## config.mk

```make
export PLATFORM = sky130hd
export DESIGN_NAME = spm_step_sequencer
export DESIGN_NICKNAME = d
export VERILOG_FILES = /design/src/rtl/spm_pkg.sv /design/src/rtl/eq_cmp.sv /design/src/rtl/spm_step_sequencer.sv
export SDC_FILE = /design/constraint.sdc
export NUM_CORES = 1
export LEC_CHECK = 0
export ABC_AREA = 1
export CORE_ASPECT_RATIO = 1.25
export CORE_MARGIN = 10
export CORE_UTILIZATION = 35
export DETAILED_ROUTE_END_ITERATION = 8
export HOLD_SLACK_MARGIN = 0.02
export SKIP_LAST_GASP = 1
export SYNTH_ARGS = -nofsm -noshare
export SYNTH_HDL_FRONTEND = slang
export SYNTH_SLANG_ARGS = --single-unit
```

## constraint.sdc

```tcl
create_clock -name clk -period 1.9 [get_ports clk]
set_clock_uncertainty 0.1 [all_clocks]
set_input_delay 0.19 -clock clk [delete_from_list [all_inputs] [get_ports clk]]
set_output_delay 0.19 -clock clk [all_outputs]
set_load 0.03 [all_outputs]
```

## src/rtl/spm_pkg.sv

```systemverilog
// rtl/spm_pkg.sv - shared types and defaults for the serial-parallel multiplier
package spm_pkg;

  localparam int SPM_CNT_W      = 4;
  localparam int SPM_DEFAULT_TC = 15;

  typedef enum logic [1:0] {
    ST_IDLE = 2'b00,
    ST_RUN  = 2'b01,
    ST_DONE = 2'b10
  } spm_state_e;

endpackage

```

## src/rtl/eq_cmp.sv

```systemverilog
// rtl/eq_cmp.sv - parametrised equality comparator
module eq_cmp #(
  parameter int WIDTH = 4
) (
  input  logic [WIDTH-1:0] a,
  input  logic [WIDTH-1:0] b,
  output logic             eq
);

  assign eq = (a == b);

endmodule

```

## src/rtl/spm_step_sequencer.sv

```systemverilog
// rtl/spm_step_sequencer.sv - programmable-length step sequencer for the signed multiplier
module spm_step_sequencer
  import spm_pkg::*;
#(
  parameter int CNT_W      = SPM_CNT_W,
  parameter int DEFAULT_TC = SPM_DEFAULT_TC
) (
  input  logic             clk,
  input  logic             rst,
  input  logic             start,
  input  logic             abort,
  input  logic             tc_load,
  input  logic [CNT_W-1:0] tc_in,
  input  logic             auto_reload,
  output logic             busy,
  output logic [CNT_W-1:0] count,
  output logic             last,
  output logic             done
);

  spm_state_e       state_q;
  logic [CNT_W-1:0] count_q;
  logic [CNT_W-1:0] tc_q;
  logic             busy_q;
  logic             done_q;
  logic             cnt_eq_tc;
  logic [CNT_W-1:0] count_inc_d;
  logic             last_d;

  eq_cmp #(.WIDTH(CNT_W)) u_eq_cmp (
    .a  (count_q),
    .b  (tc_q),
    .eq (cnt_eq_tc)
  );

  // count never passes tc_q, so the increment cannot wrap past the terminal value
  assign count_inc_d = count_q + CNT_W'(1);
  assign last_d      = (state_q == ST_RUN) && cnt_eq_tc;

  always_ff @(posedge clk or posedge rst) begin
    if (rst) begin
      state_q <= ST_IDLE;
      count_q <= '0;
      tc_q    <= CNT_W'(DEFAULT_TC);
      busy_q  <= 1'b0;
      done_q  <= 1'b0;
    end else begin
      done_q <= 1'b0;
      if (abort) begin
        state_q <= ST_IDLE;
        count_q <= '0;
        busy_q  <= 1'b0;
      end else begin
        case (state_q)
          ST_IDLE: begin
            count_q <= '0;
            if (tc_load) tc_q <= tc_in;
            if (start) begin
              state_q <= ST_RUN;
              busy_q  <= 1'b1;
            end
          end
          ST_RUN: begin
            if (last_d) begin
              done_q <= 1'b1;
              if (auto_reload) begin
                count_q <= '0;
              end else begin
                state_q <= ST_DONE;
                busy_q  <= 1'b0;
              end
            end else begin
              count_q <= count_inc_d;
            end
          end
          ST_DONE: begin
            if (tc_load) tc_q <= tc_in;
            count_q <= '0;
            if (start) begin
              state_q <= ST_RUN;
              busy_q  <= 1'b1;
            end else begin
              state_q <= ST_IDLE;
            end
          end
          default: begin
            state_q <= ST_IDLE;
            count_q <= '0;
            busy_q  <= 1'b0;
          end
        endcase
      end
    end
  end

  assign busy  = busy_q;
  assign count = count_q;
  assign last  = last_d;
  assign done  = done_q;

endmodule

```

* After elaboration in Yosys (flattened, before gate mapping)
Cells that the tools add are included.
Widths: inputs -> output; s select.
** Cells by class
- Muxes and demuxes :: 18
- Equal/unequal tests :: 8
- $add $sub $neg :: 1
- Reductions and logical operators :: 6
- Bitwise gates (word level) :: 1
** Operator list (number)
- $mux 4 :: 4
- $ne 3x3->1 const B :: 3
- $reduce_and 3->1 :: 3
- $mux 1 :: 8
- $mux 2 :: 4
- $pmux 2 s3 :: 1
- $add 4x1->4 const B :: 1
- $eq 4x4->1 :: 1
- $ne 4x4->1 const B :: 1
- $ne 3x1->1 const B :: 1
- $eq 2x1->1 const B :: 1
- $eq 2x2->1 const B :: 1
- $logic_not 2->1 :: 1
- $pmux 1 s2 :: 1
- $reduce_or 2->1 :: 1
- $logic_and 1x1->1 :: 1
- $not 1->1 :: 1
** Word-level totals
- Input port bits :: 10
- Register bits after elaboration :: 12
- Logic and storage cells :: 39
- Output and inout bits :: 7

* Logic depth before layout (Yosys ltp)
Gate-level depths: netlist of run 1.
- Depth after elaboration :: 5
- Mapped depth :: 9
- Gate-level depth less buffers :: 9

* Hierarchy
From an unflattened synthesis of run 1, not the netlist that was laid out.
** Unflattened totals
- Cell total of the unflattened synthesis :: 74
- Area, all modules :: 609.3 sq um
** By module, submodules not included
- spm_step_sequencer :: times used 1, area each 543.0 sq um, seq. area each 305.3 sq um, cells each 59
- eq_cmp :: times used 1, area each 66.3 sq um, seq. area each 0.0 sq um, cells each 15

* Least setup slack after synthesis of run 1
OpenSTA, ideal clock, no wires.
- Kind :: register to register
- From :: register count_q[0], in the netlist count[0]
- To :: register count_q[2], in the netlist count[2]
- Setup time :: 0.074 ns
- Cell stages (with the launch flop) :: 9
- Setup slack :: 0.409 ns
- Required time :: 1.726 ns
- Clock period less this slack :: 1.491 ns
- Arrival :: 1.317 ns
- Path buffers :: 0
- Cell sequence :: dfrtp_1 inv_1 nand2_1 nand2_1 nor2_2 nand2_4 nor2_8 nand3_1 o21ai_2
** On the way
- Cells in the longest elaborated chain, start to end :: 5
- Elaborated cells on any way between the ends :: 7
- Classes of those cells :: 1 x add/sub; 2 x eq/ne; 3 x mux; 1 x reduce/logical
** RTL lines
- start: declaration :: line spm_step_sequencer.sv:22 : logic [CNT_W-1:0] count_q;
- start signal: assignment :: line spm_step_sequencer.sv:73 : count_q <= count_inc_d;
- $eq 4x4->1 * :: line eq_cmp.sv:10 : assign eq = (a == b);
- $logic_and 1x1->1 * :: line spm_step_sequencer.sv:38 : assign last_d = (state_q == ST_RUN) && cnt_eq_tc;
- named net last :: line spm_step_sequencer.sv:17 : output logic last,
- $mux 4 :: line spm_step_sequencer.sv:64 : if (last_d) begin
- $mux 4 :: line spm_step_sequencer.sv:54 : case (state_q)
- $mux 4 :: line spm_step_sequencer.sv:49 : if (abort) begin
The timed path passes the listed nets; every way through them passes the cells marked *.
A chain may end at the register's enable or synchronous reset.

* Worst setup path after layout of run 1
- From :: register tc_q[0]
- To :: output last
** On the way
- Cells in the longest elaborated chain, start to end :: 2
** RTL lines
- start: declaration :: line spm_step_sequencer.sv:23 : logic [CNT_W-1:0] tc_q;
- start signal: assignment :: line spm_step_sequencer.sv:44 : tc_q <= CNT_W'(DEFAULT_TC);
- start signal: assignment :: line spm_step_sequencer.sv:57 : if (tc_load) tc_q <= tc_in;
- start signal: assignment :: line spm_step_sequencer.sv:77 : if (tc_load) tc_q <= tc_in;
- $eq 4x4->1 :: line eq_cmp.sv:10
- $logic_and 1x1->1 :: line spm_step_sequencer.sv:38
- end: declaration :: line spm_step_sequencer.sv:17
No other way between the ends.

==> impl_metrics.yaml, run 1 <==
routing:
  detail_route.wl_per_cell_um: 11.72
  vias: 526
  highest_layer: "met4"
  via_per_inst: 4.534
  met3_length_um: 101
  met1_length_um: 608
  ant_nets: 0
  routed_wl_um: 1360
  wl_met2_um: 622
  dr.pass1.iters: 4
  drc: 0
  drt_iter0_markers: 15
power:
  p_int_w: 0.0005274
  p_seq_frac: 0.443
  pwr-share-comb: 0.295
  p_leak_nw: 0.4448
  power_density_nw_per_um2: 902.8
  clock_power_share: 0.262
  p_sw_w: 0.0002509
  ir_drop_uv: 450.8
  p_sw_frac: 0.3224
  p_total_w: 0.0007783
sta:
  relSlewSlack: 0.7025
  finalSetupTns_ns: 0
  setup_violations: 0
  final_max_slew_viol_count: 0
  fin_crit_sh: 0.9448
  worstMarginPinSlew_ns: 0.4458
  worst_slack_ns: 0.1049
  period_needed_ns: 1.795
  whs_ns: 0.1096
  fmax_mhz: 557.1
  hold_viol: 0
  rsz0062_at_grt: "no"
critical_path:
  path_common_cell: "nand2_1"
  worstPathMaxFanout: 5
  start_kind: "flop"
  crit_family: "flip-flops"
  endpoint_kind: "output port"
  worstSetupPathType: "reg2out"
  cp.required_ns: 1.61
  critical_path.cell_chain: "inv_1 > nand2_1 > nand2_1 > nor2_2 > nand2_4 > nor2_8 > buf_4"
  cpPeakStageDelay_ns: 0.53
  slowest_stage: "dfstp_2"
  r2r_slack_ns: 0.47
  cp_num_buf_inv: 2
  arrival_ns: 1.51
clock_network:
  htreeDepth: 1
  clk_pin_slew_ns: 0.08
  insertion_delay_ns: 0.27
  cts.sinks: 12
  cts-hold-fix-buffers: 0
  cts_tree: "built"
  clk_root_buffer_cell: "clkbuf_4"
  cts_buffers: 3
  cts_setup_buffers: 0
  post_cts_resized: 0
  cts_buffer_depth: 2
placed_design:
  routabilityCongestion: 0.7308
  preCtsSetupSlack_ns: 0.3660
  place_hpwl_um: 1089
  port_buffers: 16
logic_synthesis:
  yosysWarnings: 0
  syn-mean-instance-area_um2: 8.352
  ys_ff_latch: 12
  syn_area_um2: 643.1
  syn_nets: 88
  yosysSeqAreaShare: 0.4747
  syn-instance-count: 77
  synthDistinctLibCells: 19
cells_and_area:
  layout-drive-gt1-share: 0.1959
  final_nets: 109
  area_delta_synth_final_pct: 34.05
  finalCoreUtilization: 0.4883
  diodes: 0
flow_run:
  drv_cap: 0
die:
  die_y_um: 67.93
  core_area_um2: 1765
  die_w_um: 58.34
  pin_count: 17
  rows: 17
  die_area_um2: 3963
  start_util: 0.3643
global_routing:
  grt_max_degree: 13
  grt_overflow: 0
  grt_use_total: 0.07582
  grt_pass1_vias: 544
  grt_pass1_wl_um: 2373
  antenna_found_initial: 0
outcome:
  status: "completed"
worst_hold_path:
  holdCritPathClass: "in2async"
## layout by cell type, fill, tap and decap left out, drive strengths merged
cell type      count
nand3              8
clkdlybuf4s50     15
ha                 1
buf                1
nand3b             1
clkbuf             4
xor2               2
dfrtp              8
dfstp              4
nand2             21
nor2              12
a21oi              4
inv               12
or2                1
o21ai              3
## through the flow
step,instance area (um2),std cells
finish,862.1,116
global route,862.1,116
CTS,860.8,116
detailed placement,824.5,112
global placement,824.5,112
floorplan,643.1,77
## state kept, by name, indices dropped and copies added, names as in the netlist
signal,count
state_q,2
tc_q,4
busy,1
done,1
count,4
## cell usage after synthesis
library cell	instances	share of area
nand2_1	19	0.11
dfstp_2	4	0.16
a21oi_1	4	0.031
inv_1	12	0.070
dfrtp_1	8	0.31
nand3b_1	1	0.012
ha_1	1	0.019
nand2_4	1	0.018
nor2_8	1	0.031
nand3_2	1	0.016
nor2_4	1	0.018
nor2_2	2	0.019
or2_4	1	0.014
nand3_1	7	0.054
nand2_2	1	0.0097
xor2_1	2	0.027
nor2_1	8	0.047
o21ai_2	1	0.014
o21ai_1	2	0.016
## kinds of logic (layout without fill, tap and decap cells)
logic type	Yosys count	after routing	share of synthesized area
simple gates	43	43	0.3483
flops	12	12	0.4747
buf+inv	12	32	0.07003
compound gates	7	7	0.06032
xor+xnor	2	2	0.02724
fa+ha+maj	1	1	0.01945
## final cells by class
type	count	area, um2
Timing Repair Buffer	16	157.7
Clock buffer	4	36.28
Fill cell	178	903.4
Tap cell	19	23.77
Sequential cell	12	306.5
Multi-Input combinational cell	53	292.8
Inverter	12	45.04
## worst register-to-register path: stages (launching register included)
cell and delay [ns]:
dfstp_2 0.53, inv_1 0.05, nand2_1 0.05, nand2_1 0.06, nor2_2 0.14, nand2_4 0.11
nand2_2 0.11, nand3_2 0.07, nand2_1 0.06, nand2_1 0.04
## worst paths after layout
check | startpoint | end | cells after the start
max | tc_q[0]$_DFFE_PP1P_ | last | 7
min | rst | busy$_DFFE_PP0P_ | 2
max reg2reg | tc_q[0]$_DFFE_PP1P_ | busy$_DFFE_PP0P_ | 9
min reg2reg | busy$_DFFE_PP0P_ | busy$_DFFE_PP0P_ | 2
max in group asynchronous | rst | tc_q[0]$_DFFE_PP1P_ | 2
min in group clk | tc_in[0] | tc_q[0]$_DFFE_PP1P_ | 3
## metal layers
layer	vias up	GRT usage
met5	-	0
met4	0	0.04412
met3	4	0.02963
met2	12	0.1210
met1	234	0.08396
li1	276	-
## power groups by stage
stage	Combinational [W]	Sequential [W]	Clock, W
2_1_floorplan	0.000149	0.000364	0
3_3_place_gp	0.000231	0.000348	0
3_5_place_dp	0.000234	0.000350	0
4_1_cts	0.000235	0.000345	0.000211
5_1_grt	0.000263	0.000351	0.000227
6_report	0.000230	0.000345	0.000204
(Power assumes the default switching activity.)
==> run 2: changes to the inputs <==
- SKIP_CTS_REPAIR_TIMING: default -> 1
==> results of run 2 <==
No change in the layout: final DEF, timing and power equal those of run 1.
